**src/rtl/sd_sector_arbiter_if.sv**
```systemverilog
// SD sector channel between the arbiter and the user_io SPI block.
// master: arbiter side, slave: user_io side.
interface sd_sector_arbiter_if;
  logic [31:0] sd_lba;
  logic        sd_rd;
  logic        sd_wr;
  logic        sd_ack;
  logic [7:0]  sd_dout;
  logic        sd_dout_strobe;
  logic [7:0]  sd_din;
  logic        sd_din_strobe;

  modport master (
    output sd_lba, sd_rd, sd_wr, sd_din,
    input  sd_ack, sd_dout, sd_dout_strobe, sd_din_strobe
  );

  modport slave (
    input  sd_lba, sd_rd, sd_wr, sd_din,
    output sd_ack, sd_dout, sd_dout_strobe, sd_din_strobe
  );
endinterface

```
**src/rtl/sd_sector_arbiter.sv**
```systemverilog
// Round-robin arbiter sharing one SD sector channel among NREQ requesters.
// Synchronises SPI-domain ack/strobes, routes bytes, and aborts stuck
// transfers with a watchdog.
module sd_sector_arbiter #(
  parameter int          NREQ    = 2,
  parameter logic [23:0] TIMEOUT = 24'd12000000
) (
  input  logic                 clk,
  input  logic                 reset_n,
  input  logic [NREQ-1:0]      req_rd,
  input  logic [NREQ-1:0]      req_wr,
  input  logic [32*NREQ-1:0]   req_lba,
  input  logic [8*NREQ-1:0]    req_din,
  output logic [NREQ-1:0]      req_ack,
  output logic [7:0]           req_dout,
  output logic [NREQ-1:0]      req_dout_strobe,
  output logic [NREQ-1:0]      req_din_strobe,
  output logic [NREQ-1:0]      req_err,
  output logic [1:0]           grant,
  output logic                 busy,
  sd_sector_arbiter_if.master  sd
);

  localparam logic [1:0] S_IDLE  = 2'd0;
  localparam logic [1:0] S_ISSUE = 2'd1;
  localparam logic [1:0] S_XFER  = 2'd2;
  localparam logic [1:0] S_DRAIN = 2'd3;

  // Requester inputs widened to 4 slots; absent slots read as idle.
  logic [3:0]       rd4, wr4;
  logic [3:0][31:0] lba4;
  logic [3:0][7:0]  din4;

  for (genvar i = 0; i < 4; i++) begin : g_map
    if (i < NREQ) begin : g_on
      assign rd4[i]  = req_rd[i];
      assign wr4[i]  = req_wr[i];
      assign lba4[i] = req_lba[32*i +: 32];
      assign din4[i] = req_din[8*i +: 8];
    end else begin : g_off
      assign rd4[i]  = 1'b0;
      assign wr4[i]  = 1'b0;
      assign lba4[i] = '0;
      assign din4[i] = '0;
    end
  end

  // SPI-domain synchronisers and rising-edge detectors.
  logic [1:0] ack_ff_q, dst_ff_q, ist_ff_q;
  logic       dst_prev_q, ist_prev_q;
  logic       dout_p_q, din_p_q;
  logic       ack_s;

  // 2-FF synchronisers plus registered edge pulses.
  always_ff @(posedge clk) begin
    if (!reset_n) begin
      ack_ff_q   <= '0;
      dst_ff_q   <= '0;
      ist_ff_q   <= '0;
      dst_prev_q <= 1'b0;
      ist_prev_q <= 1'b0;
      dout_p_q   <= 1'b0;
      din_p_q    <= 1'b0;
    end else begin
      ack_ff_q   <= {ack_ff_q[0], sd.sd_ack};
      dst_ff_q   <= {dst_ff_q[0], sd.sd_dout_strobe};
      ist_ff_q   <= {ist_ff_q[0], sd.sd_din_strobe};
      dst_prev_q <= dst_ff_q[1];
      ist_prev_q <= ist_ff_q[1];
      dout_p_q   <= dst_ff_q[1] & ~dst_prev_q;
      din_p_q    <= ist_ff_q[1] & ~ist_prev_q;
    end
  end

  assign ack_s = ack_ff_q[1];

  logic [1:0]      state_q, state_d;
  logic [1:0]      grant_q, grant_d;
  logic [31:0]     lba_q, lba_d;
  logic            rd_q, rd_d, wr_q, wr_d;
  logic [NREQ-1:0] ack_q, ack_d;
  logic [7:0]      dout_q, dout_d;
  logic [NREQ-1:0] dstb_q, dstb_d, istb_q, istb_d, err_q, err_d;
  logic [23:0]     wdog_q, wdog_d;

  logic [3:0]      oh4;
  logic [NREQ-1:0] gnt_oh;
  logic [3:0]      req4;
  logic            found;
  logic [1:0]      win;
  logic [2:0]      sum;
  logic            expired;

  assign oh4     = 4'b0001 << grant_q;
  assign gnt_oh  = oh4[NREQ-1:0];
  assign req4    = rd4 | wr4;
  assign expired = (wdog_q == TIMEOUT - 24'd1);

  // Round-robin search starting one past the last grant.
  always_comb begin
    found = 1'b0;
    win   = grant_q;
    sum   = 3'd0;
    for (int k = 1; k <= NREQ; k++) begin
      sum = 3'(grant_q) + 3'(k);
      if (sum >= 3'(NREQ)) sum = sum - 3'(NREQ);
      if (!found && req4[sum[1:0]]) begin
        found = 1'b1;
        win   = sum[1:0];
      end
    end
  end

  // Transfer FSM; watchdog abort takes precedence over a same-cycle ack.
  always_comb begin
    state_d = state_q;
    grant_d = grant_q;
    lba_d   = lba_q;
    rd_d    = rd_q;
    wr_d    = wr_q;
    ack_d   = ack_q;
    dout_d  = dout_q;
    dstb_d  = '0;
    istb_d  = '0;
    err_d   = '0;
    wdog_d  = wdog_q;
    case (state_q)
      S_IDLE: begin
        if (!ack_s && found) begin
          grant_d = win;
          lba_d   = lba4[win];
          rd_d    = rd4[win];
          wr_d    = wr4[win] & ~rd4[win];
          wdog_d  = '0;
          state_d = S_ISSUE;
        end
      end
      S_ISSUE, S_XFER: begin
        wdog_d = wdog_q + 24'd1;
        if (expired) begin
          rd_d    = 1'b0;
          wr_d    = 1'b0;
          ack_d   = '0;
          err_d   = gnt_oh;
          state_d = S_DRAIN;
        end else if (state_q == S_ISSUE) begin
          if (ack_s) begin
            rd_d    = 1'b0;
            wr_d    = 1'b0;
            ack_d   = gnt_oh;
            state_d = S_XFER;
          end
        end else begin
          if (dout_p_q) begin
            dout_d = sd.sd_dout;
            dstb_d = gnt_oh;
          end
          if (din_p_q) istb_d = gnt_oh;
          if (!ack_s) begin
            ack_d   = '0;
            state_d = S_IDLE;
          end
        end
      end
      default: begin
        // Hold until the host lets go of ack so it is not credited onward.
        if (!ack_s) state_d = S_IDLE;
      end
    endcase
  end

  // FSM and output registers.
  always_ff @(posedge clk) begin
    if (!reset_n) begin
      state_q <= S_IDLE;
      grant_q <= '0;
      lba_q   <= '0;
      rd_q    <= 1'b0;
      wr_q    <= 1'b0;
      ack_q   <= '0;
      dout_q  <= '0;
      dstb_q  <= '0;
      istb_q  <= '0;
      err_q   <= '0;
      wdog_q  <= '0;
    end else begin
      state_q <= state_d;
      grant_q <= grant_d;
      lba_q   <= lba_d;
      rd_q    <= rd_d;
      wr_q    <= wr_d;
      ack_q   <= ack_d;
      dout_q  <= dout_d;
      dstb_q  <= dstb_d;
      istb_q  <= istb_d;
      err_q   <= err_d;
      wdog_q  <= wdog_d;
    end
  end

  assign req_ack         = ack_q;
  assign req_dout        = dout_q;
  assign req_dout_strobe = dstb_q;
  assign req_din_strobe  = istb_q;
  assign req_err         = err_q;
  assign grant           = grant_q;
  assign busy            = (state_q != S_IDLE);
  assign sd.sd_lba       = lba_q;
  assign sd.sd_rd        = rd_q;
  assign sd.sd_wr        = wr_q;
  assign sd.sd_din       = din4[grant_q];

endmodule

```
**src/flat_wrapper.sv**
```systemverilog
// flat-port wrapper written by rule: the top's interface ports become plain ports
module sd_sector_arbiter_flat 
#(
  parameter int          NREQ    = 2,
  parameter logic [23:0] TIMEOUT = 24'd12000000
)
  (clk, reset_n, req_rd, req_wr, req_lba, req_din, req_ack, req_dout, req_dout_strobe, req_din_strobe, req_err, grant, busy, sd_sd_lba, sd_sd_rd, sd_sd_wr, sd_sd_din, sd_sd_ack, sd_sd_dout, sd_sd_dout_strobe, sd_sd_din_strobe);
  sd_sector_arbiter_if sd_i ();
  input  logic clk;
  input  logic reset_n;
  input  logic [NREQ-1:0] req_rd;
  input  logic [NREQ-1:0] req_wr;
  input  logic [32*NREQ-1:0] req_lba;
  input  logic [8*NREQ-1:0] req_din;
  output logic [NREQ-1:0] req_ack;
  output logic [7:0] req_dout;
  output logic [NREQ-1:0] req_dout_strobe;
  output logic [NREQ-1:0] req_din_strobe;
  output logic [NREQ-1:0] req_err;
  output logic [1:0] grant;
  output logic busy;
  output wire logic [$bits(sd_i.sd_lba)-1:0] sd_sd_lba;
  output wire logic [$bits(sd_i.sd_rd)-1:0] sd_sd_rd;
  output wire logic [$bits(sd_i.sd_wr)-1:0] sd_sd_wr;
  output wire logic [$bits(sd_i.sd_din)-1:0] sd_sd_din;
  input wire logic [$bits(sd_i.sd_ack)-1:0] sd_sd_ack;
  input wire logic [$bits(sd_i.sd_dout)-1:0] sd_sd_dout;
  input wire logic [$bits(sd_i.sd_dout_strobe)-1:0] sd_sd_dout_strobe;
  input wire logic [$bits(sd_i.sd_din_strobe)-1:0] sd_sd_din_strobe;
  assign sd_sd_lba = sd_i.sd_lba;
  assign sd_sd_rd = sd_i.sd_rd;
  assign sd_sd_wr = sd_i.sd_wr;
  assign sd_sd_din = sd_i.sd_din;
  assign sd_i.sd_ack = sd_sd_ack;
  assign sd_i.sd_dout = sd_sd_dout;
  assign sd_i.sd_dout_strobe = sd_sd_dout_strobe;
  assign sd_i.sd_din_strobe = sd_sd_din_strobe;
  sd_sector_arbiter #(.NREQ(NREQ), .TIMEOUT(TIMEOUT)) u_core (.clk(clk), .reset_n(reset_n), .req_rd(req_rd), .req_wr(req_wr), .req_lba(req_lba), .req_din(req_din), .req_ack(req_ack), .req_dout(req_dout), .req_dout_strobe(req_dout_strobe), .req_din_strobe(req_din_strobe), .req_err(req_err), .grant(grant), .busy(busy), .sd(sd_i));
endmodule
```
**config.mk**
```make
export PLATFORM = sky130hd
export DESIGN_NAME = sd_sector_arbiter_flat
export DESIGN_NICKNAME = d
export VERILOG_FILES = /design/src/rtl/sd_sector_arbiter_if.sv /design/src/rtl/sd_sector_arbiter.sv /design/src/flat_wrapper.sv
export SDC_FILE = /design/constraint.sdc
export NUM_CORES = 1
export LEC_CHECK = 0
export ABC_AREA = 1
export CAP_MARGIN = 20
export CORE_MARGIN = 2
export CORE_UTILIZATION = 44
export CTS_CLUSTER_DIAMETER = 30
export DETAILED_ROUTE_END_ITERATION = 8
export HOLD_SLACK_MARGIN = 0.08
export PLACE_DENSITY = 0.83
export RECOVER_POWER = 100
export SLEW_MARGIN = 20
export SYNTH_ARGS = -nofsm -noshare
export SYNTH_HDL_FRONTEND = slang
export SYNTH_SLANG_ARGS = --single-unit
export TNS_END_PERCENT = 50
```
**constraint.sdc**
```tcl
create_clock -name clk -period 2.1 [get_ports clk]
set_clock_uncertainty 0.1 [all_clocks]
set_input_delay 0.21 -clock clk [delete_from_list [all_inputs] [get_ports clk]]
set_output_delay 0.21 -clock clk [all_outputs]
set_load 0.01 [all_outputs]
```
==> impl_metrics.toml, run 1 <==
[placed_design]
gp_congestion = 0.884
place_area_um2 = 6100
port_buffers = 157
dp_hpwl_um = 9820
pre_cts_slack_ns = 0.0132

[floorplan]
core-area_um2 = 9730
die_y_um = 104
die_x_um = 104
row_count = 36
pin_count = 158
dieArea_um2 = 10800
initial_core_util_pct = 45.0

[drt]
via_per_inst = 5.19
wl_um = 13000
dr.pass1.iters = 5
drc = 0
drt_iter0_markers = 227
vias = 4772
wl_per_cell_um = 14.1
ant_nets = 0

[grt]
grt-ovfl-total = 0
grt_pass1_vias = 4615
grt_antenna_before_repair = 0
grt_util_all_layers_pct = 23.8
grt_pass1_wl_um = 21200
grt_max_degree = 65

[cts]
root_buffer = "clkbuf_8"
cts_buffers = 9
clock_latency_ns = 0.37
clock_sinks = 88
cts_buffer_depth = 2
cts_tree = "yes"
clkTransAtPathRegs_ns = 0.09
h-tree-depth = 3

[power]
swShare_pct = 40.4
p_sw_w = 0.00250
p_per_area_nw_per_um2 = 983
p_int_w = 0.00369
vdd_drop_max_v = 0.000703
seqPwrFrac_pct = 35.3
p_clk_share_pct = 19.0
p_leak_nw = 2.70
comb_power_share_pct = 45.7

[sta]
slew_headroom_pct = 51.8
min_period_ns = 1.96
setup_viol = 0
drv_slew = 0
fin_crit_sh_pct = 93.4
hold_violations = 0
max_freq_ghz = 0.510
setup_slack_ns = 0.139
tightestPinTransition_ns = 0.722
rsz0062_at_grt = "false"

[critical_path]
worst-path-buf-inv = 3
required_ns = 1.79
crit_top_cell = "clkbuf_2"
arrival_ns = 1.65
path_delay_family = "buffers and inverters"
start_kind = "flop"
critPathCaptureType = "primary output"
cp_max_fo = 10
worstSetupPathType = "reg -> out"
crit_chain = "clkbuf_2 > nor2_1 > clkbuf_2 > a22o_1 > clkbuf_1"
slowest_stage = "dfxtp_1"
slowest_delay_ns = 0.35

[synth]
netlist-cell-type-count = 38
avgSynthCellArea_um2 = 7.01
synth_warnings = 0
synth_compound_area_share_pct = 17.5
synth_mux_area_share_pct = 0
yosys.area_share.adder_pct = 1.43
syn-num-nets = 726
ys_ff_latch = 88
syn_inst = 624
ys_seq_area_share_pct = 40.3
synthArstFlopShare_pct = 0
synthXorXnorAreaFrac_pct = 0.200
synth_top_family_by_area = "simple AND/OR/NAND/NOR gates"
synthSimpleGateAreaFrac_pct = 31.9
synth_ff_type = "dfxtp_1"
synth_edf_count = 0
syn_area_um2 = 4380

[cells_and_area]
final_cell_mix = "nand2_1, clkdlybuf4s50_1, dfxtp_1"
drive_above_1_share_pct = 7.88
multi_input_area_um2 = 2200
layout_commonest_cell = "nand2_1"
n_fill_cell = 833
area_growth_pct = 43.7
n_antenna_cell = 0
final-seq-area_um2 = 1770
final_area_um2 = 6290
fin_nets = 884

[run_status]
outcome = "completed"

[run]
maxCapViolations = 0

[hold_path]
hold_path.class = "in -> reg"
==> through the flow <==
stage | power, W | TNS, ns | std cells | hold slack [ns] | util (%)
after floorplan | 0.00388 | 0 | 624 | 0.208 | -
after global placement | 0.00510 | 0 | 901 | 0.273 | 62.7
after detailed placement | 0.00517 | 0 | 901 | 0.277 | 62.7
after CTS | 0.00636 | -0.513 | 919 | 0.271 | 64.9
after global routing | 0.00658 | 0 | 920 | 0.269 | 64.6
final | 0.00618 | 0 | 920 | 0.273 | 64.6
==> cell families (layout without fill, tap and decap cells) <==
kind of cell             Yosys count  in the layout
AO/OA/AOI/OAI                    126            126
XOR/XNOR                           1              1
adder cells (fa/ha/maj)            5              5
buffers and inverters             89            252
flip-flops                        88             88
AND/OR/NAND/NOR                  315            315
==> synthesized netlist by cell type (2+ instances only) <==
cell type,count,share of area [%]
o21ai_2,2,0.40
clkbuf_1,9,0.77
nand3_4,2,0.80
a22o_1,8,1.6
nor2_2,4,0.57
nand2_2,8,1.1
a21oi_4,2,0.74
o21bai_1,2,0.34
buf_1,3,0.26
inv_2,8,0.69
dfxtp_1,88,40
a31oi_1,34,4.9
nor3_1,8,0.91
a21oi_1,31,3.5
inv_1,51,4.4
ha_1,5,1.4
nor4_1,2,0.29
buf_6,3,0.77
nand2_1,166,14
nand3_1,27,3.1
nor2_1,69,5.9
o21ai_0,37,4.2
nand4_1,22,3.1
nand3_2,3,0.69
buf_2,13,1.5
o21ai_1,5,0.57
==> flip-flops by register name, summed over array words and instances (netlist names), 2 cells and up <==
register                count
u_core.req_ack              2
u_core.dst_ff_q             2
u_core.state_q              2
u_core.wdog_q              24
u_core.ack_ff_q             2
u_core.req_dout             8
u_core.sd.sd_lba           32
u_core.grant                2
u_core.req_err              2
u_core.ist_ff_q             2
u_core.req_din_strobe       2
u_core.req_dout_strobe      2
==> layer usage <==
metal  wire length (µm)  GRT usage, %  vias to the layer above
met5                  0             0                        -
met4                173          7.82                        0
met3                972          6.61                       19
met2               6370          41.5                      178
met1               5470          28.4                     2195
li1                   -             -                     2380
==> timing repair <==
item                       in CTS  in global routing
setup buffers                   2                  1
hold buffers                    0                  0
resized for setup               5                 10
hold endpoints to repair        0                  0
pin swaps                       0                  0
setup endpoints to repair       9                  8
==> final cells by class <==
type                       instances  share of cell area [%]
clock buffer                      10                    2.19
timing repair buffer             176                    27.5
multi-input combinational        447                    35.1
clock inverter                     6                   0.896
tap                              133                    2.65
sequential                        88                    28.1
inverter                          60                    3.58
==> power groups by stage <==
stage	Sequential, W	Combinational (W)	Clock [W]
after detailed placement	0.00221	0.00295	0
after CTS	0.00219	0.00298	0.00119
after floorplan	0.00232	0.00156	0
final	0.00218	0.00283	0.00117
after global placement	0.00220	0.00291	0
after global routing	0.00222	0.00309	0.00127
==> tightest hold or removal path: stages <==
cell and delay [ns]:
clkdlybuf4s50_1 0.40, nand2_1 0.06, inv_1 0.03
==> final timing paths <==
kind	from	end	slack, ns	cells after the start
worst min-delay path	sd_sd_din_strobe	u_core.ist_ff_q[0]	0.27	3
worst max-delay path	u_core.grant[1]	sd_sd_din[2]	0.14	5
worst min register to register	u_core.dst_prev_q	u_core.dout_p_q	0.29	1
worst max register to register	u_core.state_q[0]	u_core.req_dout[4]	0.16	6
No activity file was read; power rests on OpenSTA's default activity.
==> inputs of run 2 (changes only) <==
--- a/config.mk
+++ b/config.mk
@@ -8,11 +8,11 @@
 export ABC_AREA = 1
 export CAP_MARGIN = 20
 export CORE_MARGIN = 2
-export CORE_UTILIZATION = 44
+export CORE_UTILIZATION = 45
 export CTS_CLUSTER_DIAMETER = 30
 export DETAILED_ROUTE_END_ITERATION = 8
 export HOLD_SLACK_MARGIN = 0.08
-export PLACE_DENSITY = 0.83
+export PLACE_DENSITY = 0.85
 export RECOVER_POWER = 100
 export SLEW_MARGIN = 20
 export SYNTH_ARGS = -nofsm -noshare
==> run 2 against run 1 <==
  * First-iteration DRC count decreased by 0.44%
  * Non-clock buffer count rose by 3
  * Highest routed layer unchanged
  * Critical endpoint is now u_core.sd.sd_lba[14]
  * Combinational power grew 5%
==> impl_metrics.toml, run 2 (synthesis gave the netlist of run 1 again) <==
[hold_path]
holdPathStages = 1
hold_path.class = "reg -> reg"

[sta]
hold_violations = 0
tightestPinTransition_ns = 0.548
rsz0062_at_grt = "false"
min_period_ns = 1.97
max_freq_ghz = 0.508
fin_crit_sh_pct = 93.7
drv_slew = 0
setup_viol = 0
slew_headroom_pct = 63.5
fin_tns_setup_ns = 0

[critical_path]
start_kind = "flop"
cp_max_fo = 32
critical_path_depth = 9
crit_chain = "inv_1 > nor2_2 > clkdlybuf4s15_2 > buf_4 > nand2_1 > nand2_2 > clkbuf_4 > nand2_1 > a31oi_1"
slowest_stage = "dfxtp_4"
path_delay_family = "buffers and inverters"
arrival_ns = 2.16
worst-path-buf-inv = 4
critPathCaptureType = "flop"
slowest_delay_ns = 0.38
worstSetupPathType = "reg -> reg"
reg2reg_depth = 9
required_ns = 2.29
crit_top_cell = "nand2_1"

[power]
p_per_area_nw_per_um2 = 1000
vdd_drop_max_v = 0.000584
total_power_w = 0.00636
p_leak_nw = 2.67

[cts]
clkTransAtPathRegs_ns = 0.09
cts_buffer_depth = 2
clock_sinks = 88
root_buffer = "clkbuf_8"
h-tree-depth = 3
cts_buffers = 9
clock_latency_ns = 0.37
cts_tree = "yes"
hold_buffers = 0

[run_status]
outcome = "completed"

[cells_and_area]
n_fill_cell = 788
n_antenna_cell = 0
largest_reg_flops = 32
fin_nets = 887
final-seq-area_um2 = 1770
drive_above_1_share_pct = 9.11
area_growth_pct = 45.3
layout_commonest_cell = "nand2_1"
final_util_pct = 68.2
final_area_um2 = 6360
final_cell_count_no_fill = 919
final_cell_mix = "nand2_1, clkdlybuf4s50_1, dfxtp_1"
multi_input_area_um2 = 2230

[floorplan]
dieArea_um2 = 10500
die_y_um = 103
pin_count = 158
core-area_um2 = 9330
die_x_um = 103
row_count = 35
initial_core_util_pct = 46.9

[placed_design]
placedCellCount = 900
port_buffers = 157
dp_hpwl_um = 10100
place_area_um2 = 6140
gp_congestion = 0.926

[drt]
dr.pass1.iters = 5
drt_iter0_markers = 226
drc = 0
via_per_inst = 5.25
ant_nets = 0
wl_um = 13100
wl_per_cell_um = 14.3
vias = 4824

[grt]
grt_pass1_vias = 4515
grt_pass1_wl_um = 20800
grt_antenna_before_repair = 0
grt_util_all_layers_pct = 24.9
grt_max_degree = 65
grt-ovfl-total = 0

[run]
maxCapViolations = 0
[run 2: changes by cell type in the layout (fill, tap and decap cells not counted), moves of 3 or more]
cell and delta:
o21ai_1 +3, dlymetal6s2s_1 -5, o21ai_0 -3, clkdlybuf4s25_1 +5
clkbuf_1 -4, buf_4 +3
[run 2: worst paths after layout]
kind                            slack [ns]                   end              start
worst max-delay path                  0.13  u_core.sd.sd_lba[14]    u_core.grant[0]
worst min register to register        0.29        u_core.din_p_q  u_core.ist_prev_q
worst min-delay path                  0.29        u_core.din_p_q  u_core.ist_prev_q
worst max register to register        0.13  u_core.sd.sd_lba[14]    u_core.grant[0]
[run 2: timing repair]
item | CTS | global route
gates cloned | 0 | 1
gates resized for setup | 4 | 10
endpoints found under the setup margin | 9 | 8
buffers inserted | 2 | 0
[run 2: power breakdown]
part	switching [W]	leakage [nW]	total [W]	internal [W]
Sequential	0.000178	0.722	0.00217	0.00199
Combinational	0.00168	1.85	0.00297	0.00129
Clock	0.000653	0.0977	0.00121	0.000562
[run 2: layout make-up]
| type | count | share of cell area, % |
|---|---|---|
| timing repair buffer | 179 | 27.9 |
| inverter | 60 | 3.54 |
| multi-input combinational | 447 | 35.0 |
| sequential | 88 | 27.8 |
| clock inverter | 7 | 1.24 |
| clock buffer | 9 | 1.95 |
| tap | 129 | 2.54 |
[run 2: metal layers]
layer,global-route usage [%],wire length [µm],vias up
met5,0,0,-
met2,41.2,6390,174
met4,8.00,271,0
met3,7.53,984,22
met1,31.1,5470,2246
li1,-,-,2382
[run 2: worst reg2reg max path, stage by stage (launching register included)]
cell and delay, ns:
dfxtp_4 0.38, inv_1 0.08, nor2_2 0.13, clkdlybuf4s15_2 0.27, buf_4 0.13, nand2_1 0.05, nand2_2 0.09, clkbuf_4 0.36
nand2_1 0.11, a31oi_1 0.20
[run 2: per-stage QoR]
stage               worst slack (ns)  hold slack (ns)
floorplan                      0.407            0.208
global placement              0.0981            0.272
detailed placement            0.0722            0.279
CTS                           0.0187            0.284
global route                  0.0323            0.288
finish                         0.133            0.292
==> inputs of run 3 (changes only) <==
--- a/config.mk
+++ b/config.mk
@@ -7,7 +7,7 @@
 export LEC_CHECK = 0
 export ABC_AREA = 1
 export CAP_MARGIN = 20
-export CORE_MARGIN = 2
+export CORE_MARGIN = 10
 export CORE_UTILIZATION = 45
 export CTS_CLUSTER_DIAMETER = 30
 export DETAILED_ROUTE_END_ITERATION = 8
==> run 3 against run 2 <==
  * Sequential power about the same
  * Sequential share of layout area up 0.30 points
  * Register-to-register slack better by 0.07 ns
  * Die area grew 34%
  * Critical path depth shrank 5
  * Utilization decreased by 1.2 points
  * Routed wire length increased by 10%
  * Total power down 1.2%
  * Worst setup slack better by 0.014 ns
  * Largest power group unchanged
  * Highest routed layer unchanged
==> impl_metrics.toml, run 3 (synthesis gave the netlist of run 1 again) <==
[cts]
clock_latency_ns = 0.37
root_buffer = "clkbuf_8"
clock_sinks = 88
cts_setup_buffers = 0
cts_buffer_depth = 2
hold_buffers = 0
h-tree-depth = 3
clkTransAtPathRegs_ns = 0.10
cts_tree = "yes"
cts_buffers = 9

[grt]
grt_pass1_vias = 4929
grt_pass1_wl_um = 23800
grt_antenna_before_repair = 0
grt-ovfl-total = 0
grt_max_degree = 65
grt_util_all_layers_pct = 20.2

[power]
p_int_w = 0.00370
seqPwrFrac_pct = 34.5
p_per_area_nw_per_um2 = 1000
comb_power_share_pct = 46.6
p_leak_nw = 2.65
p_sw_w = 0.00258
p_clk_share_pct = 18.8
vdd_drop_max_v = 0.000703
swShare_pct = 41.0

[sta]
tightestPinTransition_ns = 0.820
slew_headroom_pct = 45.3
setup_viol = 0
rsz0062_at_grt = "false"
min_period_ns = 1.95
setup_slack_ns = 0.148
hold_violations = 0
drv_slew = 0
max_freq_ghz = 0.512
fin_crit_sh_pct = 93.0
fin_tns_setup_ns = 0

[critical_path]
cp_max_fo = 10
critPathCaptureType = "primary output"
required_ns = 1.79
slowest_stage = "dfxtp_1"
start_kind = "flop"
slowest_delay_ns = 0.49
crit_chain = "nor2_1 > clkbuf_2 > a22o_1 > dlygate4sd2_1"
worstSetupPathType = "reg -> out"
arrival_ns = 1.64

[cells_and_area]
layout_commonest_cell = "nand2_1"
final-seq-area_um2 = 1760
final_cell_mix = "nand2_1, clkdlybuf4s50_1, dfxtp_1"
largest_reg_flops = 32
area_growth_pct = 43.3
n_antenna_cell = 0
multi_input_area_um2 = 2200
drive_above_1_share_pct = 8.26
fin_nets = 884
n_fill_cell = 813

[drt]
vias = 4766
dr.pass1.iters = 7
wl_um = 14500
drc = 0
via_per_inst = 5.20
ant_nets = 0
drt_iter0_markers = 285
wl_per_cell_um = 15.8

[floorplan]
row_count = 35
dieArea_um2 = 14100
pin_count = 158
die_x_um = 119
die_y_um = 119
core-area_um2 = 9370
initial_core_util_pct = 46.7

[hold_path]
hold_path.class = "in -> reg"

[run]
maxCapViolations = 0

[placed_design]
dp_hpwl_um = 11300
pre_cts_slack_ns = 0.0241
gp_congestion = 0.869
port_buffers = 157

[run_status]
outcome = "completed"
run 3: cell types whose count changed in the layout (fill, tap and decap cells not counted), sizes merged, moves of 2 or more:
cell / delta
dlymetal6s2s: -2
clkinvlp: -2
dlygate4sd2: +8
clkdlybuf4s25: -5
clkinv: +2
run 3: power by group through the flow:
stage / Sequential, W / Clock, W / Combinational, W
after floorplan: 0.00232 / 0 / 0.00156
after global placement: 0.00220 / 0 / 0.00302
after detailed placement: 0.00221 / 0 / 0.00310
after CTS: 0.00218 / 0.00120 / 0.00308
after global routing: 0.00221 / 0.00126 / 0.00325
final: 0.00217 / 0.00118 / 0.00293
run 3: path summary, 6_finish.rpt:
path	slack, ns	start	endpoint	cells past startpoint
min	0.26	sd_sd_ack	u_core.ack_ff_q[0]	3
max reg2reg	0.20	u_core.wdog_q[0]	u_core.state_q[1]	8
min reg2reg	0.29	u_core.ist_prev_q	u_core.din_p_q	1
max	0.15	u_core.grant[1]	sd_sd_din[3]	4
run 3: repair_timing:
item / CTS / global route
pin swaps: 0 / 0
gates resized for setup: 12 / 1
setup endpoints to repair: 9 / 5
run 3: metal layers:
metal / vias up / part of all wire, % / global-route usage (%)
met2: 197 / 50 / 34.8
met3: 22 / 11 / 9.47
met5: - / 0 / 0
met1: 2165 / 38 / 21.1
li1: 2382 / - / -
met4: 0 / 1.5 / 7.10
run 3: final cells by class:
type                    instances  area share, %
flip-flops and latches         88           28.1
well taps                     129           2.57
clock buffers                   9           1.97
repair buffers                176           27.4
multi-input cells             447           35.1
inverters                      60           3.59
clock inverters                 7           1.18
run 3: worst max-delay path, delay by kind of cell (launching register included):
kind	cells	cell delay, ns
AO/OA/AOI/OAI	1	0.24
AND/OR/NAND/NOR	1	0.07
buffers and inverters	2	0.48
flip-flops	1	0.49
run 3: through the flow:
| step | instance area (µm²) | hold slack [ns] | util [%] | power [W] | cells |
|---|---|---|---|---|---|
| global route | 6270 | 0.272 | 66.9 | 0.00672 | 916 |
| global placement | 6120 | 0.273 | 65.3 | 0.00522 | 900 |
| detailed placement | 6120 | 0.273 | 65.3 | 0.00532 | 900 |
| CTS | 6310 | 0.253 | 67.3 | 0.00646 | 916 |
| floorplan | 4380 | 0.208 | - | 0.00388 | 624 |
| finish | 6270 | 0.261 | 66.9 | 0.00628 | 916 |
